<file path="src/rtl/acc_pkg.sv">
// rtl/acc_pkg.sv - shared types for the accelerator response buffer
package acc_pkg;

  // Storage fields are sized for the widest supported configuration.
  localparam int AccMaxDataWidth = 64;
  localparam int AccMaxIdWidth   = 16;

  typedef enum logic [1:0] {
    WbIdle   = 2'd0,
    WbFirst  = 2'd1,
    WbSecond = 2'd2
  } wb_state_e;

  typedef struct packed {
    logic [AccMaxDataWidth-1:0] data0;
    logic [AccMaxDataWidth-1:0] data1;
    logic                       dual;
    logic [AccMaxIdWidth-1:0]   id;
    logic                       error;
  } rsp_entry_t;

endpackage

</file>
<file path="src/rtl/acc_rsp_buffer_if.sv">
// rtl/acc_rsp_buffer_if.sv - request, response and writeback handshakes of the response buffer
interface acc_rsp_buffer_if #(
  parameter int DataWidth = 32,
  parameter int IdWidth   = 5
);
  logic                 adp_q_valid_i;
  logic                 adp_q_ready_o;
  logic                 ic_q_valid_o;
  logic                 ic_q_ready_i;
  logic                 ic_p_valid_i;
  logic                 ic_p_ready_o;
  logic [DataWidth-1:0] ic_p_data0_i;
  logic [DataWidth-1:0] ic_p_data1_i;
  logic                 ic_p_dual_i;
  logic [IdWidth-1:0]   ic_p_id_i;
  logic                 ic_p_error_i;
  logic                 wb_valid_o;
  logic                 wb_ready_i;
  logic [DataWidth-1:0] wb_data_o;
  logic [IdWidth-1:0]   wb_id_o;
  logic                 wb_error_o;

  modport slave (
    input  adp_q_valid_i, ic_q_ready_i, ic_p_valid_i, ic_p_data0_i, ic_p_data1_i,
           ic_p_dual_i, ic_p_id_i, ic_p_error_i, wb_ready_i,
    output adp_q_ready_o, ic_q_valid_o, ic_p_ready_o, wb_valid_o, wb_data_o,
           wb_id_o, wb_error_o
  );

  modport master (
    output adp_q_valid_i, ic_q_ready_i, ic_p_valid_i, ic_p_data0_i, ic_p_data1_i,
           ic_p_dual_i, ic_p_id_i, ic_p_error_i, wb_ready_i,
    input  adp_q_ready_o, ic_q_valid_o, ic_p_ready_o, wb_valid_o, wb_data_o,
           wb_id_o, wb_error_o
  );

endinterface

</file>
<file path="src/rtl/fifo_v3.sv">
// rtl/fifo_v3.sv - registered-output FIFO without fall-through, head exposed on data_o
module fifo_v3 #(
  parameter int  DEPTH = 4,
  parameter type dtype = logic
) (
  input  logic                       clk_i,
  input  logic                       rst_ni,
  input  logic                       push_i,
  input  dtype                       data_i,
  input  logic                       pop_i,
  output dtype                       data_o,
  output logic                       full_o,
  output logic                       empty_o,
  output logic [$clog2(DEPTH+1)-1:0] usage_o
);

  localparam int AddrW = (DEPTH > 1) ? $clog2(DEPTH) : 1;
  localparam int CntW  = $clog2(DEPTH + 1);

  dtype             mem_q [DEPTH];
  logic [AddrW-1:0] rd_ptr_q, wr_ptr_q;
  logic [CntW-1:0]  cnt_q;
  logic             push_en, pop_en;

  function automatic logic [AddrW-1:0] wrap_inc(input logic [AddrW-1:0] p);
    return (p == AddrW'(DEPTH - 1)) ? '0 : p + AddrW'(1);
  endfunction

  assign full_o  = (cnt_q == CntW'(DEPTH));
  assign empty_o = (cnt_q == '0);
  assign usage_o = cnt_q;
  assign data_o  = mem_q[rd_ptr_q];

  // Pop is only honoured on a stored entry, so data never falls through.
  assign push_en = push_i & ~full_o;
  assign pop_en  = pop_i & ~empty_o;

  always_ff @(posedge clk_i or negedge rst_ni) begin
    if (!rst_ni) begin
      rd_ptr_q <= '0;
      wr_ptr_q <= '0;
      cnt_q    <= '0;
    end else begin
      if (push_en) wr_ptr_q <= wrap_inc(wr_ptr_q);
      if (pop_en)  rd_ptr_q <= wrap_inc(rd_ptr_q);
      if (push_en && !pop_en)      cnt_q <= cnt_q + CntW'(1);
      else if (pop_en && !push_en) cnt_q <= cnt_q - CntW'(1);
    end
  end

  always_ff @(posedge clk_i) begin
    if (push_en) mem_q[wr_ptr_q] <= data_i;
  end

endmodule

</file>
<file path="src/rtl/acc_rsp_buffer.sv">
// rtl/acc_rsp_buffer.sv - credit-gated accelerator response buffer with dual-beat writeback
module acc_rsp_buffer
  import acc_pkg::*;
#(
  parameter int DataWidth = 32,
  parameter int IdWidth   = 5,
  parameter int Depth     = 4,
  parameter bit DualWb    = 1'b1
) (
  input  logic                       clk,
  input  logic                       rst_n,
  acc_rsp_buffer_if.slave            bus,
  output logic [$clog2(Depth+1)-1:0] outstanding_o,
  output logic                       spurious_o
);

  localparam int CntW = $clog2(Depth + 1);

  wb_state_e         state_q;
  logic [CntW-1:0]   outstanding_q, outstanding_d;
  logic              spurious_q, spurious_d;

  rsp_entry_t        push_entry, head;
  logic              fifo_full, fifo_empty;
  logic [CntW-1:0]   fifo_usage;
  logic              avail, issue, push, pop, wb_hs, more_after_pop;
  logic [IdWidth-1:0] head_id;

  // Credit gating: requests only pass while a FIFO slot is reserved for the answer.
  assign avail             = (outstanding_q < CntW'(Depth));
  assign bus.ic_q_valid_o  = bus.adp_q_valid_i & avail;
  assign bus.adp_q_ready_o = bus.ic_q_ready_i & avail;
  assign issue             = bus.ic_q_valid_o & bus.ic_q_ready_i;

  assign bus.ic_p_ready_o = ~fifo_full;
  assign push             = bus.ic_p_valid_i & bus.ic_p_ready_o;

  always_comb begin
    push_entry       = '0;
    push_entry.data0 = AccMaxDataWidth'(bus.ic_p_data0_i);
    push_entry.data1 = AccMaxDataWidth'(bus.ic_p_data1_i);
    push_entry.dual  = bus.ic_p_dual_i & DualWb;
    push_entry.id    = AccMaxIdWidth'(bus.ic_p_id_i);
    push_entry.error = bus.ic_p_error_i;
  end

  fifo_v3 #(
    .DEPTH (Depth),
    .dtype (rsp_entry_t)
  ) i_fifo (
    .clk_i   (clk),
    .rst_ni  (~rst_n),
    .push_i  (push),
    .data_i  (push_entry),
    .pop_i   (pop),
    .data_o  (head),
    .full_o  (fifo_full),
    .empty_o (fifo_empty),
    .usage_o (fifo_usage)
  );

  assign bus.wb_valid_o = (state_q != WbIdle);
  assign wb_hs          = bus.wb_valid_o & bus.wb_ready_i;
  assign pop            = wb_hs & ((state_q == WbSecond) | ((state_q == WbFirst) & ~head.dual));
  // A same-cycle push refills the head slot, so the next beat follows without a bubble.
  assign more_after_pop = (fifo_usage > CntW'(1)) | push;

  always_ff @(posedge clk or posedge rst_n) begin
    if (rst_n) begin
      state_q <= WbIdle;
    end else begin
      case (state_q)
        WbIdle:   if (push || !fifo_empty) state_q <= WbFirst;
        WbFirst:  if (wb_hs) state_q <= head.dual ? WbSecond : (more_after_pop ? WbFirst : WbIdle);
        WbSecond: if (wb_hs) state_q <= more_after_pop ? WbFirst : WbIdle;
        default:  state_q <= WbIdle;
      endcase
    end
  end

  assign head_id = IdWidth'(head.id);

  always_comb begin
    bus.wb_data_o  = '0;
    bus.wb_id_o    = '0;
    bus.wb_error_o = 1'b0;
    case (state_q)
      WbFirst: begin
        bus.wb_data_o  = DataWidth'(head.data0);
        bus.wb_id_o    = head_id;
        bus.wb_error_o = head.error;
      end
      WbSecond: begin
        bus.wb_data_o  = DataWidth'(head.data1);
        bus.wb_id_o    = head_id + IdWidth'(1);
        bus.wb_error_o = head.error;
      end
      default: ;
    endcase
  end

  always_comb begin
    outstanding_d = outstanding_q;
    if (issue && !pop && outstanding_q != CntW'(Depth))
      outstanding_d = outstanding_q + CntW'(1);
    else if (pop && !issue && outstanding_q != '0)
      outstanding_d = outstanding_q - CntW'(1);
    spurious_d = spurious_q | (push & (outstanding_q == '0));
  end

  always_ff @(posedge clk or posedge rst_n) begin
    if (rst_n) begin
      outstanding_q <= '0;
      spurious_q    <= 1'b0;
    end else begin
      outstanding_q <= outstanding_d;
      spurious_q    <= spurious_d;
    end
  end

  assign outstanding_o = outstanding_q;
  assign spurious_o    = spurious_q;

  a_wb_stable: assert property (@(posedge clk) disable iff (rst_n)
    (bus.wb_valid_o && !bus.wb_ready_i) |=>
      (bus.wb_valid_o && $stable(bus.wb_data_o) && $stable(bus.wb_id_o) && $stable(bus.wb_error_o)));

  a_no_overflow: assert property (@(posedge clk) disable iff (rst_n)
    bus.ic_p_valid_i |-> bus.ic_p_ready_o);

endmodule

</file>
<file path="src/flat_wrapper.sv">
// flat-port wrapper written by rule: the top's interface ports become plain ports
module acc_rsp_buffer_flat import acc_pkg::*;
#(
  parameter int DataWidth = 32,
  parameter int IdWidth   = 5,
  parameter int Depth     = 4,
  parameter bit DualWb    = 1'b1
)
  (clk, rst_n, outstanding_o, spurious_o, bus_adp_q_valid_i, bus_ic_q_ready_i, bus_ic_p_valid_i, bus_ic_p_data0_i, bus_ic_p_data1_i, bus_ic_p_dual_i, bus_ic_p_id_i, bus_ic_p_error_i, bus_wb_ready_i, bus_adp_q_ready_o, bus_ic_q_valid_o, bus_ic_p_ready_o, bus_wb_valid_o, bus_wb_data_o, bus_wb_id_o, bus_wb_error_o);
  acc_rsp_buffer_if #(.DataWidth(DataWidth), .IdWidth(IdWidth)) bus_i ();
  input  logic clk;
  input  logic rst_n;
  output logic [$clog2(Depth+1)-1:0] outstanding_o;
  output logic spurious_o;
  input wire logic [$bits(bus_i.adp_q_valid_i)-1:0] bus_adp_q_valid_i;
  input wire logic [$bits(bus_i.ic_q_ready_i)-1:0] bus_ic_q_ready_i;
  input wire logic [$bits(bus_i.ic_p_valid_i)-1:0] bus_ic_p_valid_i;
  input wire logic [$bits(bus_i.ic_p_data0_i)-1:0] bus_ic_p_data0_i;
  input wire logic [$bits(bus_i.ic_p_data1_i)-1:0] bus_ic_p_data1_i;
  input wire logic [$bits(bus_i.ic_p_dual_i)-1:0] bus_ic_p_dual_i;
  input wire logic [$bits(bus_i.ic_p_id_i)-1:0] bus_ic_p_id_i;
  input wire logic [$bits(bus_i.ic_p_error_i)-1:0] bus_ic_p_error_i;
  input wire logic [$bits(bus_i.wb_ready_i)-1:0] bus_wb_ready_i;
  output wire logic [$bits(bus_i.adp_q_ready_o)-1:0] bus_adp_q_ready_o;
  output wire logic [$bits(bus_i.ic_q_valid_o)-1:0] bus_ic_q_valid_o;
  output wire logic [$bits(bus_i.ic_p_ready_o)-1:0] bus_ic_p_ready_o;
  output wire logic [$bits(bus_i.wb_valid_o)-1:0] bus_wb_valid_o;
  output wire logic [$bits(bus_i.wb_data_o)-1:0] bus_wb_data_o;
  output wire logic [$bits(bus_i.wb_id_o)-1:0] bus_wb_id_o;
  output wire logic [$bits(bus_i.wb_error_o)-1:0] bus_wb_error_o;
  assign bus_i.adp_q_valid_i = bus_adp_q_valid_i;
  assign bus_i.ic_q_ready_i = bus_ic_q_ready_i;
  assign bus_i.ic_p_valid_i = bus_ic_p_valid_i;
  assign bus_i.ic_p_data0_i = bus_ic_p_data0_i;
  assign bus_i.ic_p_data1_i = bus_ic_p_data1_i;
  assign bus_i.ic_p_dual_i = bus_ic_p_dual_i;
  assign bus_i.ic_p_id_i = bus_ic_p_id_i;
  assign bus_i.ic_p_error_i = bus_ic_p_error_i;
  assign bus_i.wb_ready_i = bus_wb_ready_i;
  assign bus_adp_q_ready_o = bus_i.adp_q_ready_o;
  assign bus_ic_q_valid_o = bus_i.ic_q_valid_o;
  assign bus_ic_p_ready_o = bus_i.ic_p_ready_o;
  assign bus_wb_valid_o = bus_i.wb_valid_o;
  assign bus_wb_data_o = bus_i.wb_data_o;
  assign bus_wb_id_o = bus_i.wb_id_o;
  assign bus_wb_error_o = bus_i.wb_error_o;
  acc_rsp_buffer #(.DataWidth(DataWidth), .IdWidth(IdWidth), .Depth(Depth), .DualWb(DualWb)) u_core (.clk(clk), .rst_n(rst_n), .bus(bus_i), .outstanding_o(outstanding_o), .spurious_o(spurious_o));
endmodule
</file>
<file path="config.mk">
export PLATFORM = sky130hd
export DESIGN_NAME = acc_rsp_buffer_flat
export DESIGN_NICKNAME = d
export VERILOG_FILES = /design/src/rtl/acc_pkg.sv /design/src/rtl/acc_rsp_buffer_if.sv /design/src/rtl/fifo_v3.sv /design/src/rtl/acc_rsp_buffer.sv /design/src/flat_wrapper.sv
export SDC_FILE = /design/constraint.sdc
export NUM_CORES = 1
export LEC_CHECK = 0
export BUFFER_PORTS_ARGS = -buffer_cell sky130_fd_sc_hd__buf_2
export CORE_ASPECT_RATIO = 0.6
export CORE_MARGIN = 2
export CORE_UTILIZATION = 45
export CTS_BUF_LIST = sky130_fd_sc_hd__clkbuf_8
export DETAILED_ROUTE_END_ITERATION = 10
export PLACE_DENSITY = 0.64
export SKIP_LAST_GASP = 1
export SYNTH_ARGS = -nofsm -noshare
export SYNTH_HDL_FRONTEND = slang
export SYNTH_SLANG_ARGS = --single-unit
</file>
<file path="constraint.sdc">
create_clock -name clk -period 4.2 [get_ports clk]
set_input_delay 0.42 -clock clk [delete_from_list [all_inputs] [get_ports clk]]
set_output_delay 0.42 -clock clk [all_outputs]
set_load 0.02 [all_outputs]
</file>
==> results of run 1 <==
per-layer routing:
metal	up-vias	routed length [µm]	global-route usage	share of wire
li1	2603	-	-	-
met1	3071	10500	0.235	0.45
met2	137	11300	0.292	0.48
met3	44	1170	0.0451	0.050
met4	6	425	0.0543	0.018
met5	-	41	0	0.0017
flip-flops by register name, summed over array words and instances, names as in the netlist:
| name | count |
|---|---|
| u_core.spurious_o | 1 |
| u_core.outstanding_o | 3 |
| u_core.i_fifo.usage_o | 3 |
| u_core.state_q | 2 |
| u_core.i_fifo.rd_ptr_q | 2 |
| u_core.i_fifo.mem_q | 284 |
| u_core.i_fifo.wr_ptr_q | 2 |
power by group through the flow:
stage | clock network [mW] | registers (mW) | logic [mW]
final | 2.24 | 4.21 | 3.20
after global routing | 2.42 | 4.28 | 3.49
after CTS | 2.30 | 4.22 | 3.27
after detailed placement | 0 | 4.29 | 3.26
after global placement | 0 | 4.24 | 3.21
after floorplan | 0 | 4.11 | 2.43
worst max-delay path, delay by kind of cell, from the launching register on:
kind,cells,cell delay [ns]
buffers and inverters,2,0.75
flip-flops,1,0.71
multiplexers,1,0.57
AO/OA/AOI/OAI,1,0.22
AND/OR/NAND/NOR,1,0.10
worst min path at each step:
stage	to	slack, ns	cells after the start
CTS	u_core.i_fifo.mem_q[0][19]$_DFFE_PP_	0.02	1
floorplan	u_core.i_fifo.rd_ptr_q[0]$_DFFE_PP0P_	0.30	1
global placement	u_core.spurious_o$_DFF_PP0_	0.46	1
detailed placement	u_core.spurious_o$_DFF_PP0_	0.47	1
finish	u_core.i_fifo.mem_q[0][19]$_DFFE_PP_	0.07	1
global route	u_core.i_fifo.mem_q[0][19]$_DFFE_PP_	0.05	1
kinds of logic (layout without fill, tap and decap cells):
family / count (synthesis) / count (layout)
DFF: 297 / 297
adders and majority gates: 16 / 16
other: 0 / 1
muxes: 75 / 75
and+or+nand+nor: 73 / 73
buffers and inverters: 42 / 221
xor gates and xnor gates: 6 / 6
AOI/OAI and AO/OA: 52 / 52
cells in the mapped netlist (all sizes together), types with 3 or more instances:
library cell    n
xnor2           3
buf            11
and3            4
dfrtp          13
xor2            3
nand2          11
mux4           71
clkbuf         19
and2            3
nand3           4
a22oi          35
edfxtp        284
o21ai           6
ha             15
nor2b          36
inv            12
mux2            3
nor2            9
timing repair:
action | 4_1_cts | 5_1_grt
setup buffers | 0 | 0
hold buffers | 1 | 0
endpoints found under the hold margin | 13 | 0
resized for setup | 0 | 0
area by class of cell:
type	count	share of cell area
well taps	352	0.0323
repair buffers	130	0.0494
clock inverters	28	0.0107
clock buffers	51	0.0515
flip-flops and latches	297	0.651
diodes	1	0.000184
inverters	12	0.00331
multi-input cells	222	0.202
==> impl_metrics.json, run 1 <==
{
  "outcome": "complete, no violations",
  "nNetsFinal": 800,
  "grt_pass1_vias": 6313,
  "place_congestion": 0.740,
  "stdcell_count": 1093,
  "antenna_left": 0,
  "clk_pin_slew_ns": 0.07,
  "grt_pass1_wl_um": 36100,
  "synth-xor-area-share": 0.00447,
  "cts_max_path_buffers": 3,
  "hold_violations": 0,
  "p_leak_nw": 4.68,
  "synth_warnings": 0,
  "crit_type": "reg -> out",
  "synth_compound_area_frac": 0.0341,
  "yosysTopAreaCell": "edfxtp_1",
  "fin_area_um2": 13600,
  "drc": 0,
  "hpwlAfterDp_um": 13300,
  "die_y_um": 129,
  "antenna_found_initial": 5,
  "routed_wl_um": 23500,
  "ir_drop_v": 0.000337,
  "r2r-end": "u_core.outstanding_o[2]$_DFFE_PP0P_",
  "drt-pass1-iter-count": 6,
  "dieArea_um2": 27500,
  "synthesis.area_um2": 11800,
  "io_pins": 123,
  "yosysTopAreaCellShare": 0.726,
  "hold_path.class": "in -> reg",
  "critPathMaxFanout": 29,
  "required_ns": 3.78,
  "drtIter0Drc": 384,
  "synth-async-reset-ratio": 0.0438,
  "yosys_register_bits": 297,
  "placed_area_um2": 12800,
  "cts-root-buf": "clkbuf_8",
  "switching_share": 0.330,
  "dieWidth_um": 213,
  "r2r_start": "u_core.i_fifo.rd_ptr_q[1]$_DFFE_PP0P_",
  "power_frac_clock": 0.232,
  "synthAdderAreaFrac": 0.0177,
  "switching_power_mw": 3.18,
  "viasPerCell": 5.36,
  "layout_common_cells": "edfxtp_1 (284), buf_2 (122), mux4_2 (71)",
  "tns_ns": 0,
  "vias": 5861,
  "synthDistinctLibCells": 40,
  "cts.sinks": 297,
  "r2r_cells": 9,
  "cp-start-kind": "register",
  "wl_per_cell_um": 21.5,
  "coreArea_um2": 25400,
  "final_common_cell": "edfxtp_1",
  "critPathLaunch": "u_core.i_fifo.rd_ptr_q[0]$_DFFE_PP0P_",
  "power_frac_comb": 0.331,
  "rows": 45,
  "register_area_um2": 8860,
  "grt-ovfl-total": 0,
  "seq_power_share": 0.437,
  "grt_max_degree": 72,
  "nFillCells": 2012,
  "setup_viol_count_final": 0,
  "worst_slack_ns": 0.842,
  "crit_path_top_delay_cell": "dfrtp_4",
  "timing.critical_path.arrival_ns": 2.94,
  "drive_gt1_frac": 0.369,
  "cts_tree": "yes",
  "final_util": 0.535,
  "muxShareOfSynthArea": 0.140,
  "yosysSeqAreaShare": 0.753,
  "cp_cell_sequence": "buf_4 -> mux4_2 -> a22oi_1 -> nor2b_1 -> buf_2",
  "multi_input_area_um2": 2750,
  "track_usage": 0.177,
  "synth_fp_nets": 654,
  "relSlewSlack": 0.241,
  "start_util": 0.462,
  "hold_ws_ns": 0.0721,
  "total_power_mw": 9.64,
  "synth_area_leaders": "edfxtp_1 (73%), mux4_2 (14%), dfrtp_1 (2.8%), a22oi_1 (2.2%), nor2b_1 (1.9%)",
  "rrSetupSlack_ns": 1.61,
  "powerDensity_nw_per_um2": 708,
  "cap_violations": 0,
  "cts-buffers-inserted": 44,
  "avgSynthCellArea_um2": 20.9,
  "pre_cts_ws_ns": 1.34,
  "htreeDepth": 2,
  "p_int_mw": 6.46,
  "fin_skew_ns": 0.0203,
  "worst_pin_slew_ns": 1.14,
  "synth_edf_count": 284,
  "clk_latency_ns": 0.56,
  "crit_end": "bus_wb_data_o[17]",
  "end_kind": "primary output",
  "maxSlewViolCount": 0,
  "synth_top_family_by_area": "multiplexers",
  "finalCriticalPeriod_ns": 3.36,
  "synthToLayoutAreaGrowth_pct": 15.9,
  "synth_cells": 561,
  "synth-simple-area-share": 0.0350,
  "worstHoldStart": "bus_ic_p_data1_i[12]",
  "synth_flop_cell": "edfxtp_1",
  "dp.cells": 1012,
  "port_buffers": 122,
  "slowest_delay_ns": 0.71,
  "fmax_ghz": 0.298,
  "finalCritPeriodShare": 0.800,
  "rsz0062_at_grt": "no"
}
Power figures use the tool's default switching activity.
==> inputs of run 2 (changes only) <==
PLACE_DENSITY = 0.66   (was 0.64)
clock period = 2.8 ns   (was 4.2 ns; I/O delays follow)
==> run 2 against run 1 <==
  * Via count rose by 6.9%
  * Worst setup slack worse by 0.75 ns
  * Critical path depth grew 1
  * First-iteration DRC count grew 27%
  * Worst hold slack gained 0.18 ns
  * Clock skew shrank 0.0037 ns
==> impl_metrics.json, run 2 (same netlist as run 1, synthesis figures left out) <==
{
  "htreeDepth": 2,
  "cp-start-kind": "register",
  "end_kind": "primary output",
  "die_y_um": 129,
  "rsz0062_at_grt": "yes",
  "coreArea_um2": 25400,
  "crit_type": "reg -> out",
  "grt_pass1_wl_um": 38000,
  "fin_skew_ns": 0.0166,
  "finalCritPeriodShare": 0.967,
  "antenna_found_initial": 2,
  "wl_per_cell_um": 20.9,
  "crit_family": "flip-flops",
  "drt-pass1-iter-count": 5,
  "ir_drop_v": 0.000618,
  "total_power_mw": 15.0,
  "synthToLayoutAreaGrowth_pct": 24.3,
  "stdcell_count": 1183,
  "drtIter0Drc": 488,
  "powerDensity_nw_per_um2": 1030,
  "final_util": 0.574,
  "slowest_delay_ns": 0.53,
  "largest-register": "u_core.i_fifo.mem_q",
  "clk_pin_slew_ns": 0.06,
  "pre_cts_ws_ns": 0.442,
  "maxSlewViolCount": 0,
  "required_ns": 2.52,
  "cp_num_buf_inv": 3,
  "vias": 6264,
  "fmax_ghz": 0.369,
  "dieArea_um2": 27500,
  "cp_cell_sequence": "buf_4 -> buf_4 -> mux4_2 -> xor2_1 -> o21ai_1 -> buf_4",
  "cts_max_path_buffers": 3,
  "routed_wl_um": 24700,
  "finalCriticalPeriod_ns": 2.71,
  "fin_area_um2": 14600,
  "path_common_cell": "buf_4",
  "placed_area_um2": 12900,
  "relSlewSlack": 0.632,
  "dieWidth_um": 213,
  "port_buffers": 122,
  "cts-root-buf": "clkbuf_8",
  "track_usage": 0.186,
  "clk_latency_ns": 0.55,
  "grt_pass1_vias": 6739,
  "outcome": "complete, no violations",
  "dp.cells": 1025,
  "antenna_left": 0,
  "start_util": 0.462,
  "hold_path.class": "in -> reg",
  "cts-buffers-inserted": 43,
  "cts_tree": "yes",
  "grt-ovfl-total": 0,
  "io_pins": 123,
  "hpwlAfterDp_um": 14500,
  "final_common_cell": "edfxtp_1",
  "rows": 45,
  "crit_path_top_delay_cell": "dfrtp_4",
  "layout_common_cells": "edfxtp_1 (284), buf_2 (120), dlygate4sd3_1 (72)",
  "timing.critical_path.arrival_ns": 2.43,
  "nNetsFinal": 888,
  "worst_pin_slew_ns": 0.551,
  "cts.sinks": 297,
  "largest_reg_flops": 284,
  "tns_ns": 0,
  "viasPerCell": 5.30,
  "place_congestion": 0.746,
  "p_leak_nw": 5.14,
  "grt_max_degree": 45,
  "hold_ws_ns": 0.257,
  "hold_violations": 0,
  "cap_violations": 0,
  "critPathMaxFanout": 6,
  "drc": 0,
  "drive_gt1_frac": 0.350,
  "worst_slack_ns": 0.0918,
  "setup_viol_count_final": 0
}
[run 2: changes by cell type in the layout (fill, tap and decap cells not counted), sizes merged]
cell,change
dlygate4sd3,+71
clkinvlp,-3
inv,+6
clkbuf,-1
clkinv,-3
diode,+1
buf,+18
bufinv,+1
[run 2: layer usage]
| layer | vias up | part of all wire | global-route usage |
|---|---|---|---|
| met5 | - | 0 | 0 |
| met4 | 0 | 0.017 | 0.0494 |
| met3 | 33 | 0.062 | 0.0451 |
| met2 | 197 | 0.48 | 0.302 |
| met1 | 3253 | 0.44 | 0.254 |
| li1 | 2781 | - | - |
[run 2: final cells by class]
type / instances / area [µm²]
Antenna cell: 2 / 5.00
Clock buffer: 50 / 688
Clock inverter: 29 / 165
Fill cell: 1936 / 10800
Inverter: 12 / 45.0
Multi-Input combinational cell: 222 / 2770
Sequential cell: 297 / 8860
Tap cell: 352 / 440
Timing Repair Buffer: 219 / 1640
[run 2: path summary, 6_finish.rpt]
check / start / end / slack, ns / depth (start not counted)
worst max-delay path: u_core.i_fifo.rd_ptr_q[0]$_DFFE_PP0P_ / bus_wb_id_o[3] / 0.09 / 6
worst min-delay path: bus_wb_ready_i / u_core.state_q[1]$_DFFE_PP0P_ / 0.26 / 4
worst max register to register: u_core.i_fifo.rd_ptr_q[0]$_DFFE_PP0P_ / u_core.i_fifo.usage_o[2]$_DFFE_PP0P_ / 0.27 / 9
worst min register to register: u_core.spurious_o$_DFF_PP0_ / u_core.spurious_o$_DFF_PP0_ / 0.48 / 1
max in group asynchronous: rst_n / u_core.i_fifo.rd_ptr_q[1]$_DFFE_PP0P_ / 2.06 / 3
min in group asynchronous: rst_n / u_core.outstanding_o[2]$_DFFE_PP0P_ / 0.32 / 3
[run 2: timing repair]
item / in CTS / in global routing
buffers inserted: 1 / 4
hold endpoints to repair: 297 / 0
hold buffers: 72 / 0
resized for setup: 1 / 12
endpoints found under the setup margin: 20 / 27
[run 2: worst reg2reg max path, delay by kind of cell (launching register included)]
kind | cells | cell delay (ns)
buffers and inverters | 2 | 0.31
muxes | 1 | 0.46
xor gates and xnor gates | 1 | 0.14
AOI/OAI and AO/OA | 2 | 0.40
and+or+nand+nor | 2 | 0.28
DFF | 1 | 0.53
adders and majority gates | 1 | 0.34
[run 2: power breakdown]
part	switching, mW	internal, mW	leakage [nW]	total [mW]
combinational	3.02	2.41	1.88	5.44
clock	1.57	1.81	0.505	3.38
sequential	0.317	5.84	2.75	6.16
total	4.91	10.1	5.14	15.0
==> inputs of run 3 (changes only) <==
CELL_PAD_IN_SITES_DETAIL_PLACEMENT = 1   (was default)
CELL_PAD_IN_SITES_GLOBAL_PLACEMENT = 1   (was default)
GPL_TIMING_DRIVEN = 0   (was default)
PLACE_DENSITY = 0.74   (was 0.66)
==> run 3 against run 2 <==
  * The flow now finishes with violations (setup timing)
  * Worst hold slack got worse by 0.046 ns
  * Wire length increased by 8.4%
  * Sequential cell count unchanged
  * Cell count increased by 1.1%
  * Worst setup slack got worse by 0.13 ns
  * Critical path depth increased by 2
==> impl_metrics.json, run 3 (same netlist as run 1, synthesis figures left out) <==
{
  "outcome": "finished with violations",
  "violations": "setup timing",
  "fin_area_um2": 14600,
  "grt_pass1_vias": 7065,
  "total_power_mw": 15.1,
  "maxSlewViolCount": 0,
  "cts_tree": "yes",
  "cts.sinks": 297,
  "cp_cell_sequence": "buf_6 -> buf_12 -> mux4_2 -> ha_4 -> xor2_1 -> a22oi_1 -> nor2b_1 -> buf_4",
  "p_int_mw": 9.96,
  "htreeDepth": 2,
  "clk_latency_ns": 0.57,
  "placed_area_um2": 12900,
  "finalCriticalPeriod_ns": 2.84,
  "dieArea_um2": 27500,
  "slowest_delay_ns": 0.56,
  "fmax_ghz": 0.352,
  "worst_pin_slew_ns": 0.553,
  "drc": 0,
  "port_buffers": 122,
  "cp-start-kind": "register",
  "viasPerCell": 5.29,
  "start_util": 0.462,
  "required_ns": 2.52,
  "place_congestion": 0.718,
  "ir_drop_v": 0.000527,
  "powerDensity_nw_per_um2": 1030,
  "worst_slack_ns": -0.0410,
  "cts-buffers-inserted": 44,
  "antenna_found_initial": 1,
  "cts-root-buf": "clkbuf_8",
  "drtIter0Drc": 428,
  "drt-pass1-iter-count": 4,
  "rrSetupSlack_ns": 0.22,
  "end_kind": "primary output",
  "rows": 45,
  "track_usage": 0.203,
  "largest_reg_flops": 284,
  "critPathMaxFanout": 7,
  "rsz0062_at_grt": "yes",
  "cp_num_buf_inv": 3,
  "wl_per_cell_um": 22.4,
  "grt-ovfl-total": 0,
  "timing.critical_path.arrival_ns": 2.56,
  "cap_violations": 0,
  "cts_max_path_buffers": 3,
  "hold_violations": 0,
  "drive_gt1_frac": 0.352,
  "hpwlAfterDp_um": 16400,
  "crit_type": "reg -> out",
  "p_leak_nw": 5.16,
  "dieWidth_um": 213,
  "synthToLayoutAreaGrowth_pct": 24.3,
  "io_pins": 123,
  "clk_pin_slew_ns": 0.07,
  "power_frac_comb": 0.376,
  "vias": 6327,
  "relSlewSlack": 0.631,
  "pre_cts_ws_ns": 0.0268,
  "grt_max_degree": 43,
  "nNetsFinal": 904,
  "hold_path.class": "in -> reg",
  "setup_viol_count_final": 1,
  "fin_skew_ns": 0.0238,
  "crit_path_top_delay_cell": "mux4_2",
  "switching_share": 0.339,
  "crit_family": "multiplexers",
  "routed_wl_um": 26800,
  "seq_power_share": 0.406,
  "switching_power_mw": 5.10,
  "finalCritPeriodShare": 1.01,
  "final_common_cell": "edfxtp_1",
  "die_y_um": 129,
  "antenna_left": 0,
  "power_frac_clock": 0.218,
  "largest-register": "u_core.i_fifo.mem_q",
  "coreArea_um2": 25400,
  "layout_common_cells": "edfxtp_1 (284), buf_2 (119), dlygate4sd3_1 (72)",
  "grt_pass1_wl_um": 40900
}
-- run 3: changes by cell type in the layout (fill, tap and decap cells not counted), sizes merged --
cell,change
bufinv,-1
clkinv,+6
buf,-8
diode,-1
clkbuf,+21
inv,-4
-- run 3: power groups by stage --
stage	sequential [mW]	combinational [mW]	clock (mW)
2_1_floorplan	6.13	3.64	0
3_3_place_gp	6.15	5.16	0
3_5_place_dp	6.19	5.46	0
4_1_cts	6.12	5.70	3.37
5_1_grt	6.19	6.11	3.55
6_report	6.11	5.67	3.28
-- run 3: worst min-delay path: cells and delay by family --
family / cells / cell delay [ns]
buf+inv: 1 / 0.10
simple gates: 3 / 0.35
-- run 3: worst paths after layout --
check | start | endpoint | depth (start not counted)
max | u_core.i_fifo.rd_ptr_q[0]$_DFFE_PP0P_ | bus_wb_id_o[2] | 8
max in group asynchronous | rst_n | u_core.i_fifo.rd_ptr_q[1]$_DFFE_PP0P_ | 3
max reg2reg | u_core.i_fifo.rd_ptr_q[0]$_DFFE_PP0P_ | u_core.outstanding_o[2]$_DFFE_PP0P_ | 12
min | bus_wb_ready_i | u_core.state_q[1]$_DFFE_PP0P_ | 4
min in group asynchronous | rst_n | u_core.spurious_o$_DFF_PP0_ | 3
min reg2reg | u_core.spurious_o$_DFF_PP0_ | u_core.spurious_o$_DFF_PP0_ | 1
-- run 3: cell type report --
type,instances,area (µm²)
Multi-Input combinational cell,222,2760
Sequential cell,297,8850
Inverter,12,45.0
Clock inverter,30,149
Tap cell,352,440
Timing Repair Buffer,205,1510
Antenna cell,1,2.50
Buffer,29,185
Clock buffer,48,661
Fill cell,2327,10800
-- run 3: timing repair --
| action | CTS | global route |
|---|---|---|
| hold buffers | 72 | 0 |
| endpoints found under the hold margin | 297 | 0 |
| resized for setup | 30 | 13 |
| setup buffers | 6 | 1 |
| pin swaps | 1 | 0 |
| setup endpoints to repair | 38 | 36 |
-- run 3: stage by stage --
step | utilization | TNS, ns | cells | hold WS [ns]
global placement | 0.503 | -22.53 | 1035 | 0.337
global route | 0.574 | -1.80 | 1196 | 0.198
floorplan | - | 0 | 561 | 0.157
CTS | 0.573 | -0.908 | 1194 | 0.184
detailed placement | 0.508 | 0 | 1039 | 0.354
finish | 0.574 | -0.0410 | 1196 | 0.211
-- run 3: layer usage --
layer / vias to the layer above / track usage / routed length (µm)
met3: 46 / 0.0436 / 1320
met1: 3305 / 0.270 / 11800
li1: 2820 / - / -
met4: 0 / 0.0605 / 479
met2: 156 / 0.343 / 13200
met5: - / 0 / 0
